**src/rtl/muldiv_unit_pkg.sv**
```systemverilog
// Shared definitions for the multiply/divide unit.
//  - alucontrol codes for MULT/MULTU/DIV/DIVU as produced by the ALU decoder
//  - FSM state encodings (3-bit localparams)
//  - small decode helpers used by the unit and its environment
package muldiv_unit_pkg;

    localparam logic [4:0] MULT_CONTROL  = 5'b11000;
    localparam logic [4:0] MULTU_CONTROL = 5'b11001;
    localparam logic [4:0] DIV_CONTROL   = 5'b11010;
    localparam logic [4:0] DIVU_CONTROL  = 5'b11011;

    localparam logic [2:0] IDLE = 3'd0;
    localparam logic [2:0] MUL  = 3'd1;
    localparam logic [2:0] DIV  = 3'd2;
    localparam logic [2:0] FIX  = 3'd3;
    localparam logic [2:0] ZERO = 3'd4;

    // True for any op this unit executes.
    function automatic logic is_muldiv_op(input logic [4:0] ctrl);
        logic r;
        case (ctrl)
            MULT_CONTROL, MULTU_CONTROL,
            DIV_CONTROL,  DIVU_CONTROL:  r = 1'b1;
            default:                     r = 1'b0;
        endcase
        return r;
    endfunction

    // True for DIV/DIVU.
    function automatic logic is_div_op(input logic [4:0] ctrl);
        logic r;
        case (ctrl)
            DIV_CONTROL, DIVU_CONTROL: r = 1'b1;
            default:                   r = 1'b0;
        endcase
        return r;
    endfunction

    // True for the signed variants MULT/DIV.
    function automatic logic is_signed_op(input logic [4:0] ctrl);
        logic r;
        case (ctrl)
            MULT_CONTROL, DIV_CONTROL: r = 1'b1;
            default:                   r = 1'b0;
        endcase
        return r;
    endfunction

endpackage

```
**src/rtl/muldiv_unit_div_radix2.sv**
```systemverilog
// Iterative radix-2 restoring divider on unsigned magnitudes.
// One quotient bit per cycle, ITERS cycles after start.
//  clk, rst_n  clock / asynchronous active-low reset
//  start       load dividend/divisor and begin iterating
//  cancel      abandon the current division
//  dividend    unsigned dividend
//  divisor     unsigned divisor (caller guarantees non-zero)
//  quotient    quotient (final after the edge ending the valid cycle)
//  remainder   remainder (final after the edge ending the valid cycle)
//  valid       high during the final iteration; results complete at that edge
module div_radix2 #(
    parameter int WIDTH = 32,
    parameter int ITERS = 32
) (
    input  logic             clk,
    input  logic             rst_n,
    input  logic             start,
    input  logic             cancel,
    input  logic [WIDTH-1:0] dividend,
    input  logic [WIDTH-1:0] divisor,
    output logic [WIDTH-1:0] quotient,
    output logic [WIDTH-1:0] remainder,
    output logic             valid
);

    localparam int CNT_W = $clog2(ITERS) + 1;

    logic [CNT_W-1:0] count;
    logic             busy;
    logic [WIDTH-1:0] dsr;
    logic [WIDTH:0]   shifted;
    logic             fits;
    logic [WIDTH-1:0] sub;

    // Trial subtraction: the quotient register doubles as the dividend
    // shift register, feeding its MSB into the partial remainder.
    always_comb begin
        shifted = {remainder, quotient[WIDTH-1]};
        fits    = (shifted >= {1'b0, dsr});
        // When fits, shifted - dsr < dsr, so WIDTH bits are enough.
        sub     = shifted[WIDTH-1:0] - dsr;
        valid   = busy && (count == CNT_W'(ITERS - 1));
    end

    // Divider datapath and iteration counter.
    always_ff @(posedge clk or negedge rst_n) begin
        if (!rst_n) begin
            quotient  <= {WIDTH{1'b0}};
            remainder <= {WIDTH{1'b0}};
            dsr       <= {WIDTH{1'b0}};
            count     <= {CNT_W{1'b0}};
            busy      <= 1'b0;
        end else if (cancel) begin
            count <= {CNT_W{1'b0}};
            busy  <= 1'b0;
        end else if (start) begin
            quotient  <= dividend;
            remainder <= {WIDTH{1'b0}};
            dsr       <= divisor;
            count     <= {CNT_W{1'b0}};
            busy      <= 1'b1;
        end else if (busy) begin
            if (fits) begin
                remainder <= sub;
                quotient  <= {quotient[WIDTH-2:0], 1'b1};
            end else begin
                remainder <= shifted[WIDTH-1:0];
                quotient  <= {quotient[WIDTH-2:0], 1'b0};
            end
            count <= count + CNT_W'(1);
            if (valid) begin
                busy <= 1'b0;
            end else begin
                busy <= 1'b1;
            end
        end else begin
            busy <= 1'b0;
        end
    end

endmodule

```
**src/rtl/muldiv_unit.sv**
```systemverilog
// EX-stage multiply/divide unit owning the HI/LO registers.
// MULT/MULTU finish in one cycle; DIV/DIVU run a radix-2 divider for
// DIV_ITERS cycles followed by a sign-fixup cycle. The pipeline is stalled
// until the cycle in which HI/LO are committed.
//  clk, rst_n   clock / asynchronous active-low reset
//  alucontrol   decoded ALU op
//  start        EX instruction valid (sampled only in IDLE)
//  cancel       flush: abort any in-flight op, HI/LO untouched
//  a, b         rs / rt operands
//  hi_we/lo_we  MTHI / MTLO write enables, data on wdata
//  stall        hold IF..EX this cycle
//  done         HI/LO take a muldiv result at the end of this cycle
//  hi, lo       architectural HI / LO
module muldiv_unit
    import muldiv_unit_pkg::*;
#(
    parameter int WIDTH     = 32,
    parameter int DIV_ITERS = 32
) (
    input  logic             clk,
    input  logic             rst_n,
    input  logic [4:0]       alucontrol,
    input  logic             start,
    input  logic             cancel,
    input  logic [WIDTH-1:0] a,
    input  logic [WIDTH-1:0] b,
    input  logic             hi_we,
    input  logic             lo_we,
    input  logic [WIDTH-1:0] wdata,
    output logic             stall,
    output logic             done,
    output logic [WIDTH-1:0] hi,
    output logic [WIDTH-1:0] lo
);

    logic [2:0]         state;
    logic [2:0]         next_state;
    logic [WIDTH-1:0]   a_reg;
    logic [WIDTH-1:0]   b_reg;
    logic               signed_op;
    logic               neg_q;
    logic               neg_r;

    logic               accept;
    logic               div_start;
    logic               b_zero;
    logic [WIDTH-1:0]   a_mag;
    logic [WIDTH-1:0]   b_mag;
    logic [2*WIDTH-1:0] ext_a;
    logic [2*WIDTH-1:0] ext_b;
    logic [2*WIDTH-1:0] product;
    logic [WIDTH-1:0]   div_q;
    logic [WIDTH-1:0]   div_r;
    logic               div_last;
    logic [WIDTH-1:0]   fix_q;
    logic [WIDTH-1:0]   fix_r;

    // Accept decode, operand magnitudes, product and sign fixup.
    always_comb begin
        b_zero    = (b == {WIDTH{1'b0}});
        accept    = (state == IDLE) && start && !cancel && is_muldiv_op(alucontrol);
        div_start = accept && is_div_op(alucontrol) && !b_zero;
        if (is_signed_op(alucontrol) && a[WIDTH-1]) begin
            a_mag = {WIDTH{1'b0}} - a;
        end else begin
            a_mag = a;
        end
        if (is_signed_op(alucontrol) && b[WIDTH-1]) begin
            b_mag = {WIDTH{1'b0}} - b;
        end else begin
            b_mag = b;
        end
        // Sign-extending to 2*WIDTH makes one unsigned multiply serve both.
        ext_a   = {{WIDTH{signed_op & a_reg[WIDTH-1]}}, a_reg};
        ext_b   = {{WIDTH{signed_op & b_reg[WIDTH-1]}}, b_reg};
        product = ext_a * ext_b;
        if (neg_q) begin
            fix_q = {WIDTH{1'b0}} - div_q;
        end else begin
            fix_q = div_q;
        end
        if (neg_r) begin
            fix_r = {WIDTH{1'b0}} - div_r;
        end else begin
            fix_r = div_r;
        end
    end

    // Next-state logic; cancel overrides every transition.
    always_comb begin
        next_state = IDLE;
        if (cancel) begin
            next_state = IDLE;
        end else begin
            case (state)
                IDLE: begin
                    if (!accept) begin
                        next_state = IDLE;
                    end else if (!is_div_op(alucontrol)) begin
                        next_state = MUL;
                    end else if (b_zero) begin
                        next_state = ZERO;
                    end else begin
                        next_state = DIV;
                    end
                end
                DIV: begin
                    if (div_last) begin
                        next_state = FIX;
                    end else begin
                        next_state = DIV;
                    end
                end
                MUL, FIX, ZERO: next_state = IDLE;
                default:        next_state = IDLE;
            endcase
        end
    end

    // Stall drops in commit cycles so the pipeline advances on the same edge
    // that writes HI/LO.
    always_comb begin
        stall = accept || ((state == DIV) && !cancel);
        done  = ((state == MUL) || (state == FIX) || (state == ZERO)) && !cancel;
    end

    // State and latched operand information.
    always_ff @(posedge clk or negedge rst_n) begin
        if (!rst_n) begin
            state     <= IDLE;
            a_reg     <= {WIDTH{1'b0}};
            b_reg     <= {WIDTH{1'b0}};
            signed_op <= 1'b0;
            neg_q     <= 1'b0;
            neg_r     <= 1'b0;
        end else begin
            state <= next_state;
            if (accept) begin
                a_reg     <= a;
                b_reg     <= b;
                signed_op <= is_signed_op(alucontrol);
                neg_q     <= is_signed_op(alucontrol) & (a[WIDTH-1] ^ b[WIDTH-1]);
                neg_r     <= is_signed_op(alucontrol) & a[WIDTH-1];
            end else begin
                signed_op <= signed_op;
            end
        end
    end

    // HI/LO: muldiv commits win; MTHI/MTLO only land in an idle, non-accepting cycle.
    always_ff @(posedge clk or negedge rst_n) begin
        if (!rst_n) begin
            hi <= {WIDTH{1'b0}};
            lo <= {WIDTH{1'b0}};
        end else if ((state == MUL) && !cancel) begin
            hi <= product[2*WIDTH-1:WIDTH];
            lo <= product[WIDTH-1:0];
        end else if ((state == FIX) && !cancel) begin
            hi <= fix_r;
            lo <= fix_q;
        end else if ((state == IDLE) && !accept) begin
            if (hi_we) begin
                hi <= wdata;
            end else begin
                hi <= hi;
            end
            if (lo_we) begin
                lo <= wdata;
            end else begin
                lo <= lo;
            end
        end else begin
            hi <= hi;
            lo <= lo;
        end
    end

    div_radix2 #(
        .WIDTH (WIDTH),
        .ITERS (DIV_ITERS)
    ) u_div (
        .clk       (clk),
        .rst_n     (rst_n),
        .start     (div_start),
        .cancel    (cancel),
        .dividend  (a_mag),
        .divisor   (b_mag),
        .quotient  (div_q),
        .remainder (div_r),
        .valid     (div_last)
    );

endmodule

```
**config.mk**
```make
export PLATFORM = sky130hd
export DESIGN_NAME = muldiv_unit
export DESIGN_NICKNAME = d
export VERILOG_FILES = /design/src/rtl/muldiv_unit_pkg.sv /design/src/rtl/muldiv_unit_div_radix2.sv /design/src/rtl/muldiv_unit.sv
export SDC_FILE = /design/constraint.sdc
export NUM_CORES = 2
export LEC_CHECK = 0
export BUFFER_PORTS_ARGS = -buffer_cell sky130_fd_sc_hd__buf_2
export CORE_MARGIN = 3
export CORE_UTILIZATION = 45
export DETAILED_ROUTE_END_ITERATION = 12
export PLACE_DENSITY = 0.63
export SYNTH_ARGS = -nofsm -noshare
export SYNTH_HDL_FRONTEND = slang
export SYNTH_SLANG_ARGS = --single-unit
```
**constraint.sdc**
```tcl
create_clock -name clk -period 9.1 [get_ports clk]
set_input_delay 1.82 -clock clk [delete_from_list [all_inputs] [get_ports clk]]
set_output_delay 1.82 -clock clk [all_outputs]
set_load 0.02 [all_outputs]
```
==> impl_metrics.json <==
{
  "synth_compound_area_share_pct": 8.570,
  "rows": 124,
  "final-setup-viol-count": 0,
  "die_h_um": 348.1,
  "synthXorXnorAreaFrac_pct": 3.591,
  "r2r_cells": 24,
  "min-delay-path-class": "flip-flop to flip-flop",
  "layout-drive-gt1-share_pct": 7.225,
  "wl_um": 158000,
  "die-area_um2": 121200,
  "synth-adder-area-share_pct": 48.71,
  "crit_fanout": 19,
  "yosys.area.top_type": "fa_1",
  "crit_type": "flip-flop to flip-flop",
  "numCtsBuffers": 30,
  "fin_ws_ns": 0.3603,
  "crit_family": "adder cells",
  "grt_pass1_wl_um": 251800,
  "drt-met1-wl_um": 65920,
  "grt_usage_pct": 26.67,
  "postRouteAntennaNets": 0,
  "cts_tree": "done",
  "start_kind": "flip-flop",
  "cts_setup_buffers": 0,
  "core_area_um2": 115300,
  "path_depth": 24,
  "io_pins": 173,
  "fin_crit_sh_pct": 96.04,
  "io_buffers": 172,
  "synth_fp_nets": 7479,
  "place_ws_ns": 0.07013,
  "synthCells": 5997,
  "tns_ns": 0,
  "finalNetCount": 7479,
  "synth_seq_cells": 237,
  "outcome": "complete, no violations",
  "rsz0062_at_grt": "no",
  "cts-htree-levels": 1,
  "synth.distinct_cells": 88,
  "place.gp.congestion": 0.9448,
  "crit_path_end_kind": "flip-flop",
  "yosys-top-cells-count": "inv_1, fa_1, nand2_1",
  "synth_edf_count": 0,
  "cts_root_buffer": "clkbuf_16",
  "crit_arrival_ns": 9.21,
  "vias_per_cell": 5.435,
  "max_slew.worst_pin.slew_ns": 1.054,
  "yosysWarnings": 0,
  "syn_area_per_cell_um2": 8.784,
  "clk_pin_slew_ns": 0.06,
  "antenna_found_initial": 9,
  "initial_utilization_pct": 45.70,
  "detail_route.wl_per_cell_um": 20.96,
  "synth_area_leaders": "fa_1, dfrtp_1, inv_1, nand2_1, ha_1",
  "cts_buffer_depth": 3,
  "min_path_cells": 2,
  "ys_seq_area_share_pct": 11.26,
  "async_flop_share_pct": 100.0,
  "dr_wl_met2_um": 77490,
  "top_layer": "met5",
  "cpPeakStageDelay_ns": 0.92,
  "drt-initial-drc-count": 2986,
  "cts_resized": 0,
  "path_cells": "buf_12, nand2_1, fa_1, inv_1, fa_1, fa_1, fa_1, fa_1, fa_1, fa_1, inv_1, fa_1, inv_1, ha_1, a21oi_1, o211ai_1, a41oi_1, nand3_1, o311ai_1, buf_4, nand2_1, a311o_1, or3_1, o211a_1",
  "synth_top_family_by_area": "adder cells",
  "fin_util_pct": 48.87,
  "overflow": 0,
  "cts_num_sinks": 237,
  "final_cell_area_um2": 56330,
  "fp.dieW_um": 348.1,
  "cp_slowest_cell": "dfrtp_1",
  "drtPass1Iterations": 5,
  "required_ns": 9.57,
  "max_freq_mhz": 114.4,
  "yosys_most_used_dff": "dfrtp_1",
  "slew_viol_final": 0,
  "synth_top_area_share_pct": 42.79,
  "drv_cap": 0,
  "holdBufCountCts": 0,
  "clk_latency_ns": 0.58,
  "synthSimpleGateAreaFrac_pct": 16.34,
  "synth_area_um2": 52680,
  "path_common_cell": "fa_1",
  "grt_pass1_vias": 42790,
  "drc_errors": 0,
  "critPathBufInv": 5,
  "grt_start_max_net_pins": 125,
  "relSlewSlack_pct": 29.72,
  "hold_viol": 0,
  "syn2layout_area_growth_pct": 6.940,
  "place_area_um2": 55270,
  "yosysMostFrequentCell": "inv_1",
  "vias": 40960,
  "clock_skew_ns": 0.02523,
  "met3_length_um": 7824,
  "muxShareOfSynthArea_pct": 0.6508,
  "fin_crit_ns": 8.740,
  "dpl.hpwl_um": 131600
}
## metrics by stage
stage / instances / hold WS, ns
5_1_grt: 7537 / 0.4967
6_report: 7537 / 0.4740
3_5_place_dp: 7477 / 0.4549
3_3_place_gp: 7477 / 0.4539
2_1_floorplan: 5997 / 0.4498
4_1_cts: 7533 / 0.4686
## layout by cell type, fill, tap and decap left out, types with 11 or more instances in the layout
| cell | Yosys | final |
|---|---|---|
| o21ai_0 | 206 | 206 |
| nand4_1 | 14 | 14 |
| o211ai_1 | 11 | 11 |
| or3_1 | 20 | 19 |
| xnor2_1 | 118 | 118 |
| mux2i_1 | 32 | 32 |
| dfrtp_1 | 237 | 218 |
| dfrtp_2 | 0 | 19 |
| nand3_1 | 36 | 36 |
| and3_1 | 27 | 27 |
| nor3_1 | 39 | 39 |
| o41ai_1 | 16 | 16 |
| or2_2 | 20 | 19 |
| ha_1 | 249 | 249 |
| or4_1 | 17 | 17 |
| o21bai_1 | 16 | 16 |
| a21o_1 | 47 | 47 |
| o31ai_1 | 33 | 33 |
| nand2b_1 | 11 | 11 |
| clkbuf_16 | 0 | 31 |
| a31oi_1 | 13 | 13 |
| a211oi_1 | 36 | 36 |
| o22ai_1 | 28 | 28 |
| nand2_1 | 1097 | 1097 |
| buf_2 | 17 | 171 |
| xor2_1 | 98 | 98 |
| fa_1 | 1126 | 1126 |
| nor4_1 | 18 | 17 |
| buf_4 | 1 | 124 |
| nor2_1 | 201 | 198 |
| a21oi_1 | 220 | 218 |
| and2_1 | 354 | 354 |
| inv_1 | 1186 | 1186 |
## logic make-up (layout without fill, tap and decap cells)
kind of cell             Yosys count  after routing
multiplexers                      34             34
AND/OR/NAND/NOR                 1891           1891
XOR/XNOR                         216            216
AO/OA/AOI/OAI                    723            723
adder cells (fa/ha/maj)         1375           1375
buffers and inverters           1521           1545
other                              0              4
flip-flops                       237            237
## worst reg2reg max path, stage by stage (launching register included)
cell and delay, ns:
dfrtp_1 0.92, buf_12 0.27, nand2_1 0.10, fa_1 0.56
inv_1 0.05, fa_1 0.56, fa_1 0.44, fa_1 0.62
fa_1 0.49, fa_1 0.47, fa_1 0.49, inv_1 0.05
fa_1 0.49, inv_1 0.05, ha_1 0.34, a21oi_1 0.32
o211ai_1 0.18, a41oi_1 0.43, nand3_1 0.16, o311ai_1 0.53
buf_4 0.23, nand2_1 0.10, a311o_1 0.36, or3_1 0.31
o211a_1 0.13
## final cells by class
type | instances | area [um^2]
Sequential cell | 237 | 5954
Fill cell | 11070 | 58940
Timing Repair Buffer | 302 | 1922
Tap cell | 1512 | 1892
Clock buffer | 41 | 863.3
Antenna cell | 4 | 10.01
Multi-Input combinational cell | 4239 | 41080
Clock inverter | 15 | 155.1
Inverter | 1187 | 4456
## worst paths after layout
kind | start | endpoint | slack [ns]
worst min register to register | lo[8]$_DFFE_PN0P_ | lo[8]$_DFFE_PN0P_ | 0.47
worst max register to register | a_reg[17]$_DFFE_PN0P_ | hi[30]$_DFFE_PN0P_ | 0.36
max in group asynchronous | rst_n | a_reg[16]$_DFFE_PN0P_ | 6.53
min in group asynchronous | rst_n | u_div.remainder[18]$_DFFE_PN0P_ | 1.28
worst min-delay path | lo[8]$_DFFE_PN0P_ | lo[8]$_DFFE_PN0P_ | 0.47
worst max-delay path | a_reg[17]$_DFFE_PN0P_ | hi[30]$_DFFE_PN0P_ | 0.36
## layer usage
metal	vias up	GRT usage (%)
li1	18180	-
met1	21270	36.30
met2	1256	45.12
met3	259	2.248
met4	2	9.163
met5	-	0
Power is left out: the tool's default activity adds up to more than one toggle a clock period on the data nets, which glitch-free logic cannot reach.
